**src/rtl/key_pkg.sv**
```systemverilog
// Shared types and constants for the pushbutton debouncer.
// Optional auto-repeat is enabled with the KEY_REPEAT_EN macro.
package key_pkg;

    typedef enum logic [1:0] {
        IDLE,
        PRESS_WAIT,
        PRESSED,
        REL_WAIT
    } key_state_t;

    localparam int unsigned CNT_W = 5;
`ifdef KEY_REPEAT_EN
    localparam int unsigned RPT_W = 10;
`endif

    // Prescaler divide ratio; clamped so a sub-kHz clock still ticks every cycle.
    function automatic int unsigned ms_div(input int unsigned clk_freq);
        return (clk_freq / 1000 == 0) ? 1 : clk_freq / 1000;
    endfunction

endpackage

```
**src/rtl/key_debounce_cell.sv**
```systemverilog
// One key: 2-flop synchroniser, ms-tick debounce FSM and registered press pulse.
// With KEY_REPEAT_EN defined, a held key also emits auto-repeat pulses.
module key_debounce_cell
    import key_pkg::*;
#(
`ifdef KEY_REPEAT_EN
    parameter int unsigned REPEAT_DELAY_MS = 500,
    parameter int unsigned REPEAT_RATE_MS  = 100,
`endif
    parameter int unsigned DEBOUNCE_MS     = 20
) (
    input  logic sys_clk,
    input  logic sys_rst,
    input  logic ms_tick,
    input  logic key_raw,
    output logic key_pulse,
    output logic key_level
);

    logic             sync_meta_q, sync_n_q;
    key_state_t       state_q, state_d;
    logic [CNT_W-1:0] cnt_q, cnt_d, cnt_inc;
    logic             pulse_q, pulse_d;
    logic             level_q, level_d;
    logic             cnt_done;
`ifdef KEY_REPEAT_EN
    logic [RPT_W-1:0] rpt_q, rpt_d;
    logic             rpt_first_q, rpt_first_d;
`endif

    assign cnt_inc  = (cnt_q == '1) ? cnt_q : cnt_q + 1'b1;
    assign cnt_done = ms_tick && (32'(cnt_q) + 32'd1 >= DEBOUNCE_MS);

    always_comb begin
        state_d = state_q;
        cnt_d   = cnt_q;
        pulse_d = 1'b0;
        unique case (state_q)
            IDLE: begin
                if (!sync_n_q) begin
                    state_d = PRESS_WAIT;
                    cnt_d   = '0;
                end
            end
            PRESS_WAIT: begin
                if (sync_n_q) begin
                    state_d = IDLE;
                end else if (cnt_done) begin
                    state_d = PRESSED;
                    cnt_d   = '0;
                    pulse_d = 1'b1;
                end else if (ms_tick) begin
                    cnt_d = cnt_inc;
                end
            end
            PRESSED: begin
                if (sync_n_q) begin
                    state_d = REL_WAIT;
                    cnt_d   = '0;
                end
            end
            REL_WAIT: begin
                if (!sync_n_q) begin
                    state_d = PRESSED;
                end else if (cnt_done) begin
                    state_d = IDLE;
                    cnt_d   = '0;
                end else if (ms_tick) begin
                    cnt_d = cnt_inc;
                end
            end
            default: state_d = IDLE;
        endcase

`ifdef KEY_REPEAT_EN
        rpt_d       = rpt_q;
        rpt_first_d = rpt_first_q;
        // Counts only while steadily held; a release bounce pauses it.
        if (state_q == PRESSED && state_d == PRESSED && ms_tick) begin
            if (32'(rpt_q) + 32'd1 >= (rpt_first_q ? REPEAT_RATE_MS : REPEAT_DELAY_MS)) begin
                pulse_d     = 1'b1;
                rpt_d       = '0;
                rpt_first_d = 1'b1;
            end else begin
                rpt_d = rpt_q + 1'b1;
            end
        end
        if (state_d == IDLE) begin
            rpt_d       = '0;
            rpt_first_d = 1'b0;
        end
`endif

        level_d = (state_d == PRESSED) || (state_d == REL_WAIT);
    end

    always_ff @(posedge sys_clk or posedge sys_rst) begin
        if (sys_rst) begin
            sync_meta_q <= 1'b1;
            sync_n_q    <= 1'b1;
            state_q     <= IDLE;
            cnt_q       <= '0;
            pulse_q     <= 1'b0;
            level_q     <= 1'b0;
`ifdef KEY_REPEAT_EN
            rpt_q       <= '0;
            rpt_first_q <= 1'b0;
`endif
        end else begin
            sync_meta_q <= key_raw;
            sync_n_q    <= sync_meta_q;
            state_q     <= state_d;
            cnt_q       <= cnt_d;
            pulse_q     <= pulse_d;
            level_q     <= level_d;
`ifdef KEY_REPEAT_EN
            rpt_q       <= rpt_d;
            rpt_first_q <= rpt_first_d;
`endif
        end
    end

    assign key_pulse = pulse_q;
    assign key_level = level_q;

endmodule

```
**src/rtl/key_debounce.sv**
```systemverilog
// Debounces NUM_KEYS active-low pushbuttons into single-cycle press pulses.
// Define KEY_REPEAT_EN to add auto-repeat pulses while a key is held.
module key_debounce
    import key_pkg::*;
#(
    parameter int unsigned NUM_KEYS        = 12,
    parameter int unsigned CLK_FREQ        = 50_000_000,
`ifdef KEY_REPEAT_EN
    parameter int unsigned REPEAT_DELAY_MS = 500,
    parameter int unsigned REPEAT_RATE_MS  = 100,
`endif
    parameter int unsigned DEBOUNCE_MS     = 20
) (
    input  logic                sys_clk,
    input  logic                sys_rst,
    input  logic [NUM_KEYS-1:0] key_raw,
    output logic [NUM_KEYS-1:0] key_pulse,
    output logic [NUM_KEYS-1:0] key_level
);

    localparam int unsigned MS_DIV = ms_div(CLK_FREQ);
    localparam int unsigned PRE_W  = (MS_DIV > 1) ? $clog2(MS_DIV) : 1;

    logic [PRE_W-1:0] pre_q, pre_d;
    logic             ms_tick;

    assign ms_tick = (pre_q == PRE_W'(MS_DIV - 1));

    always_comb begin
        pre_d = ms_tick ? '0 : pre_q + 1'b1;
    end

    always_ff @(posedge sys_clk or posedge sys_rst) begin
        if (sys_rst) begin
            pre_q <= '0;
        end else begin
            pre_q <= pre_d;
        end
    end

    for (genvar k = 0; k < NUM_KEYS; k++) begin : g_key
        key_debounce_cell #(
`ifdef KEY_REPEAT_EN
            .REPEAT_DELAY_MS (REPEAT_DELAY_MS),
            .REPEAT_RATE_MS  (REPEAT_RATE_MS),
`endif
            .DEBOUNCE_MS     (DEBOUNCE_MS)
        ) u_cell (
            .sys_clk   (sys_clk),
            .sys_rst   (sys_rst),
            .ms_tick   (ms_tick),
            .key_raw   (key_raw[k]),
            .key_pulse (key_pulse[k]),
            .key_level (key_level[k])
        );
    end

endmodule

```
**config.mk**
```make
export PLATFORM = sky130hd
export DESIGN_NAME = key_debounce
export DESIGN_NICKNAME = d
export VERILOG_FILES = /design/src/rtl/key_pkg.sv /design/src/rtl/key_debounce_cell.sv /design/src/rtl/key_debounce.sv
export SDC_FILE = /design/constraint.sdc
export NUM_CORES = 1
export LEC_CHECK = 0
export BUFFER_PORTS_ARGS = -buffer_cell sky130_fd_sc_hd__buf_2
export CORE_ASPECT_RATIO = 0.8
export CORE_MARGIN = 2
export CORE_UTILIZATION = 45
export CTS_CLUSTER_DIAMETER = 120
export DETAILED_ROUTE_END_ITERATION = 6
export GPL_ROUTABILITY_DRIVEN = 0
export SKIP_LAST_GASP = 1
export SYNTH_ARGS = -nofsm -noshare
export SYNTH_HDL_FRONTEND = slang
export SYNTH_SLANG_ARGS = --single-unit
export TNS_END_PERCENT = 5
```
**constraint.sdc**
```tcl
create_clock -name sys_clk -period 7 [get_ports sys_clk]
set_input_delay 1.4 -clock sys_clk [delete_from_list [all_inputs] [get_ports sys_clk]]
set_output_delay 1.4 -clock sys_clk [all_outputs]
set_load 0.1 [all_outputs]
```
==> out/results.ini, run 1 <==
[logic_synthesis]
synth_async_sr_flop_share = 1.000
ys_dominant_reg_cell = dfrtp_1
synth_edf_count = 0
syn_avg_cell_area_um2 = 10.90
synth_top_area_share = 0.4116
synthCells = 675
synth_most_common_cell = dfrtp_1
netlist_area_um2 = 7357
ys_seq_area_frac = 0.4973
synth_top_cell_by_area = dfrtp_1
synth_fp_nets = 726
yosysUniqueCellTypes = 59
synth_common_cells = dfrtp_1, nor2_1, ha_1
synth_warnings = 0
synth_area_leaders = dfrtp_1, dfstp_2, ha_1
ys_seq_elements = 145

[detailed_routing]
drt_iter0_markers = 328
dr_total_vias = 5214
antenna_left = 0
routed_wl_um = 13500
first_pass_iters = 5
drt-vias-per-instance = 5.649
wl_per_cell_um = 14.62
drc = 0

[final_layout]
final_util = 0.5157
layout-drive-gt1-share = 0.1695
diodes = 0
syn_to_final_growth_pct = 11.46
design_area_um2 = 8200
final_nets = 746

[sta]
setup_viol = 0
worst_pin_slew_ns = 1.097
hold_viol_final = 0
post-route-period-util = 0.4580
drv_slew = 0
slew_headroom = 0.2686
clock.fmax_mhz = 311.9
rsz0062_at_grt = no
min_period_ns = 3.206
tns_ns = 0
finalClockSkew_ns = 0.01076

[grt]
grt_first_pass_wirelength_um = 24040
grt.overflow.total = 0
grt_max_degree = 77
grt_pass1_vias = 5328
antenna_found_initial = 0
grtUsageTotal = 0.1666

[clocking]
cts-htree-levels = 4
path_clk_slew_ns = 0.06
clock_latency_ns = 0.42
cts_tree = built
ctsResizeCount = 0
clockBufferDepth = 2
cts.hold.buffers_added = 0
cts.sinks = 145
cts_made_buffers = 17
postCtsSetupRepairBufs = 0
root_buffer = clkbuf_16

[power_and_ir_drop]
power_density_nw_per_um2 = 221.8
p_leak_uw = 0.003881
irDropWorstVdd_v = 0.0001494
p_total_uw = 1819

[placement]
port-buffer-count = 37
place_area_um2 = 7606
hpwl_um = 9062

[worst_hold_path]
hold_path_class = reg2reg

[setup_path]
cp_top_family = simple AND/OR/NAND/NOR gates
crit_chain = or4b_1 -> or4_1 -> or4_1 -> or2_0 -> o31ai_1
worstPathRequired_ns = 7.32
cp_slowest_cell = or4_1
critical_path.startpoint_type = flop
crit_type = reg2reg
cp_common_cell = or4_1
endpoint_kind = flop
crit_fanout = 27
slowest_delay_ns = 1.03
crit_arrival_ns = 3.52
critical_path_buf_inv_count = 0

[die]
die_area_um2 = 17390
fp.dieW_um = 147.0
core.rowCount = 41
start_util = 0.4626
die_h_um = 118.4
io_pins = 38
core_um2 = 15900

[flow_run]
max_cap_viol_count = 0

[run_status]
status = finished, final reports clean

## layer usage
layer,wire length (µm),track usage
met5,0,0
met4,145,0.05589
met3,521,0.04402
met2,6531,0.2764
met1,6299,0.2125
## metrics by stage
stage / setup slack, ns / instances / hold WS (ns)
after floorplan: 1.745 / 675 / 0.3452
after detailed placement: 3.743 / 891 / 0.3472
final: 3.794 / 923 / 0.3476
after global routing: 3.631 / 923 / 0.3571
after global placement: 3.856 / 891 / 0.3455
after CTS: 3.761 / 923 / 0.3516
## cell type report
cell class | instances | area, µm²
clock buffer | 26 | 489.2
clock inverter | 6 | 105.1
fill | 1377 | 7702
inverter | 27 | 106.4
multi-input combinational | 464 | 3364
sequential | 145 | 3659
tap | 215 | 269.0
timing repair buffer | 40 | 207.7
## worst paths after layout
path	slack [ns]	to	cells after the start	from
setup / recovery	3.79	g_key[5].u_cell.cnt_q[2]	5	pre_q[11]
hold / removal	0.35	g_key[9].u_cell.sync_n_q	0	g_key[9].u_cell.sync_meta_q
setup reg to reg	3.79	g_key[5].u_cell.cnt_q[2]	5	pre_q[11]
hold reg to reg	0.35	g_key[9].u_cell.sync_n_q	0	g_key[9].u_cell.sync_meta_q
max in group asynchronous	4.54	g_key[10].u_cell.state_q[1]	3	sys_rst
min in group asynchronous	1.10	g_key[8].u_cell.cnt_q[1]	2	sys_rst
## registers in the layout, summed over array words and instances (netlist names)
signal / flops
g_key.u_cell.cnt_q: 60
g_key.u_cell.key_level: 12
g_key.u_cell.key_pulse: 12
g_key.u_cell.state_q: 21
g_key.u_cell.sync_meta_q: 12
g_key.u_cell.sync_n_q: 12
pre_q: 16
## cell families (layout without fill, tap and decap cells)
family | Yosys count | in the layout | synth area share
AOI/OAI and AO/OA | 169 | 169 | 0.1685
xor gates and xnor gates | 28 | 28 | 0.03333
adders and majority gates | 37 | 37 | 0.06292
buffers and inverters | 66 | 99 | 0.04626
DFF | 145 | 145 | 0.4973
muxes | 29 | 29 | 0.04150
and+or+nand+nor | 201 | 201 | 0.1502
## report_power, final
group	internal [µW]	leakage, µW	switching (µW)
clock	588	0.000292	324
sequential	855	0.00190	11.4
combinational	11.9	0.00169	28.9
## cell usage in the layout (no fill, tap or decap), types with 12 or more instances in the layout
cell / netlist / routed
a22o_1: 22 / 22
a31oi_1: 19 / 19
and3_1: 22 / 22
buf_2: 2 / 37
clkbuf_16: 0 / 17
dfrtp_1: 121 / 121
dfstp_2: 24 / 24
ha_1: 37 / 37
inv_1: 27 / 26
mux2_2: 12 / 12
mux2i_1: 17 / 17
nand2_1: 24 / 24
nand3_1: 27 / 27
nand4_1: 12 / 12
nor2_1: 42 / 42
nor3_1: 14 / 14
o21ai_0: 27 / 27
o31ai_1: 18 / 18
xor2_1: 20 / 20
(Power assumes the default switching activity.)
==> run 2, diff against run 1 <==
Clock period 7 ns to 2.8 ns, I/O delays scaled along.
==> run 2 against run 1 <==
Critical path depth is 1 higher. Clock power grew to 2.6 times the previous value. Worst setup slack worse by 3.7 ns. Sequential cell count stayed put. Sequential power grew to 2.5 times the previous value. Critical path type unchanged.
==> out/results.ini, run 2 (synthesis results as in run 1) <==
[detailed_routing]
drc = 0  ; unchanged
dr_total_vias = 5219  ; +0.096%
routed_wl_um = 13890  ; +2.9%
drt_iter0_markers = 348  ; +6.1%
first_pass_iters = 6  ; +1
met2_length_um = 6555  ; +0.37%
met1_length_um = 6569  ; +4.3%
antenna_left = 0  ; unchanged
wl_met3_um = 596  ; +14%
dr.max_layer_used = met4
drt-vias-per-instance = 5.588  ; -1.1%
wl_per_cell_um = 14.87  ; +1.7%

[grt]
grt_pass1_vias = 5187  ; -2.6%
grt.overflow.total = 0  ; unchanged
grt_first_pass_wirelength_um = 24060  ; about the same
grtUsageTotal = 0.1701  ; +0.003499
antenna_found_initial = 0  ; unchanged
grt_max_degree = 59  ; -23%

[clocking]
clock_latency_ns = 0.43  ; about the same
path_clk_slew_ns = 0.06  ; about the same
cts_made_buffers = 17  ; unchanged
cts-htree-levels = 4  ; unchanged
root_buffer = clkbuf_16
cts.hold.buffers_added = 0  ; unchanged
clockBufferDepth = 2  ; unchanged
cts.sinks = 145  ; unchanged
cts_tree = built

[die]
core_um2 = 15900  ; unchanged
start_util = 0.4626  ; unchanged
fp.dieW_um = 147.0  ; unchanged
die_h_um = 118.4  ; unchanged
core.rowCount = 41  ; unchanged
io_pins = 38  ; unchanged
die_area_um2 = 17390  ; unchanged

[final_layout]
diodes = 0  ; unchanged
nFillCells = 1394  ; +1.2%
layout_commonest_cell = dfrtp_1
regMostFlops = g_key.u_cell.cnt_q
register_area_um2 = 3659  ; unchanged
largest_reg_flops = 60  ; unchanged
multi_input_area_um2 = 3372  ; +0.22%
syn_to_final_growth_pct = 13.67
final_cell_mix = dfrtp_1, nor2_1, ha_1, buf_2
layout-drive-gt1-share = 0.1919  ; +0.02244
fin_cells = 934  ; +1.2%
reg_top3 = g_key.u_cell.cnt_q x60, g_key.u_cell.state_q x21, pre_q x16
final_nets = 757  ; +1.5%

[setup_path]
crit_fanout = 11  ; -59%
cp_slowest_cell = or4b_4
slowest_delay_ns = 0.54  ; -0.49 ns
cp_common_cell = or4_4
cp_top_family = simple AND/OR/NAND/NOR gates
worstPathRequired_ns = 3.14  ; -4.18 ns
critical_path_buf_inv_count = 1  ; +1
endpoint_kind = flop
crit_chain = or4b_4 -> or4_4 -> buf_4 -> or4_4 -> or2_0 -> o31ai_1
crit_type = reg2reg
crit_arrival_ns = 3.03  ; -0.49 ns
critical_path.startpoint_type = flop

[placement]
dp.cells = 902  ; +1.2%
port-buffer-count = 37  ; unchanged
hpwl_um = 9525  ; +5.1%

[run_status]
status = finished, final reports clean

[sta]
min_period_ns = 2.692  ; -0.5134 ns
worst_pin_slew_ns = 0.5721  ; -0.5250 ns
timing.hold.ws_ns = 0.1611  ; -0.1865 ns
post-route-period-util = 0.9615  ; +0.5036
finalClockSkew_ns = 0.01458  ; +0.003822 ns
hold_viol_final = 0  ; unchanged
slew_headroom = 0.6146  ; +0.3460
tns_ns = 0  ; unchanged
setup_viol = 0  ; unchanged
clock.fmax_mhz = 371.4  ; +19%
drv_slew = 0  ; unchanged

[power_and_ir_drop]
p_total_uw = 4669  ; +160%
irDropWorstVdd_v = 0.0003708  ; +150%
power_density_nw_per_um2 = 558.3  ; +150%
p_leak_uw = 0.003950  ; +1.8%

[flow_run]
max_cap_viol_count = 0  ; unchanged

[worst_hold_path]
hold_path_class = in2async

run 2: area by class of cell:
class / count / area share
sequential: 145 / 0.4375
timing repair buffer: 51 / 0.03965
clock inverter: 13 / 0.02199
clock buffer: 19 / 0.05296
multi-input combinational: 464 / 0.4032
tap: 215 / 0.03217
inverter: 27 / 0.01257
run 2: metrics by stage:
step / setup WS, ns / area [µm²] / utilization
floorplan: 0.2348 / 7361 / -
global placement: 0.1206 / 7725 / 0.4858
detailed placement: 0.08715 / 7725 / 0.4858
CTS: 0.08570 / 8352 / 0.5252
global route: -0.001257 / 8363 / 0.5259
finish: 0.1078 / 8363 / 0.5259
run 2: power by group:
group          total [µW]  switching (µW)  internal (µW)
combinational         109            73.6           35.3
clock                2390             881           1510
sequential           2170            29.0           2140
total                4670             984           3690
run 2: what timing repair did:
item                                    CTS  global route
gates resized for setup                   0             3
endpoints found under the setup margin    0             3
setup buffers                             0             0
run 2: worst reg2reg max path, cell delays in order (launching register included):
cell     delay (ns)
dfrtp_1        0.40
or4b_4         0.54
or4_4          0.54
buf_4          0.21
or4_4          0.49
or2_0          0.23
o31ai_1        0.20
run 2: final timing paths:
check | from | end | slack, ns | depth (start not counted)
max in group asynchronous | sys_rst | g_key[11].u_cell.sync_n_q | 1.93 | 3
worst max-delay path | pre_q[10] | g_key[10].u_cell.cnt_q[2] | 0.11 | 6
worst min-delay path | sys_rst | g_key[4].u_cell.cnt_q[4] | 0.16 | 2
min in group sys_clk | key_raw[9] | g_key[9].u_cell.sync_meta_q | 0.22 | 1
worst min register to register | g_key[0].u_cell.sync_meta_q | g_key[0].u_cell.sync_n_q | 0.35 | 0
worst max register to register | pre_q[10] | g_key[10].u_cell.cnt_q[2] | 0.11 | 6
run 2: routing by layer:
layer / track usage / vias to the layer above
met4: 0.05228 / 0
li1: - / 2563
met5: 0 / -
met2: 0.2764 / 107
met1: 0.2191 / 2530
met3: 0.05251 / 19
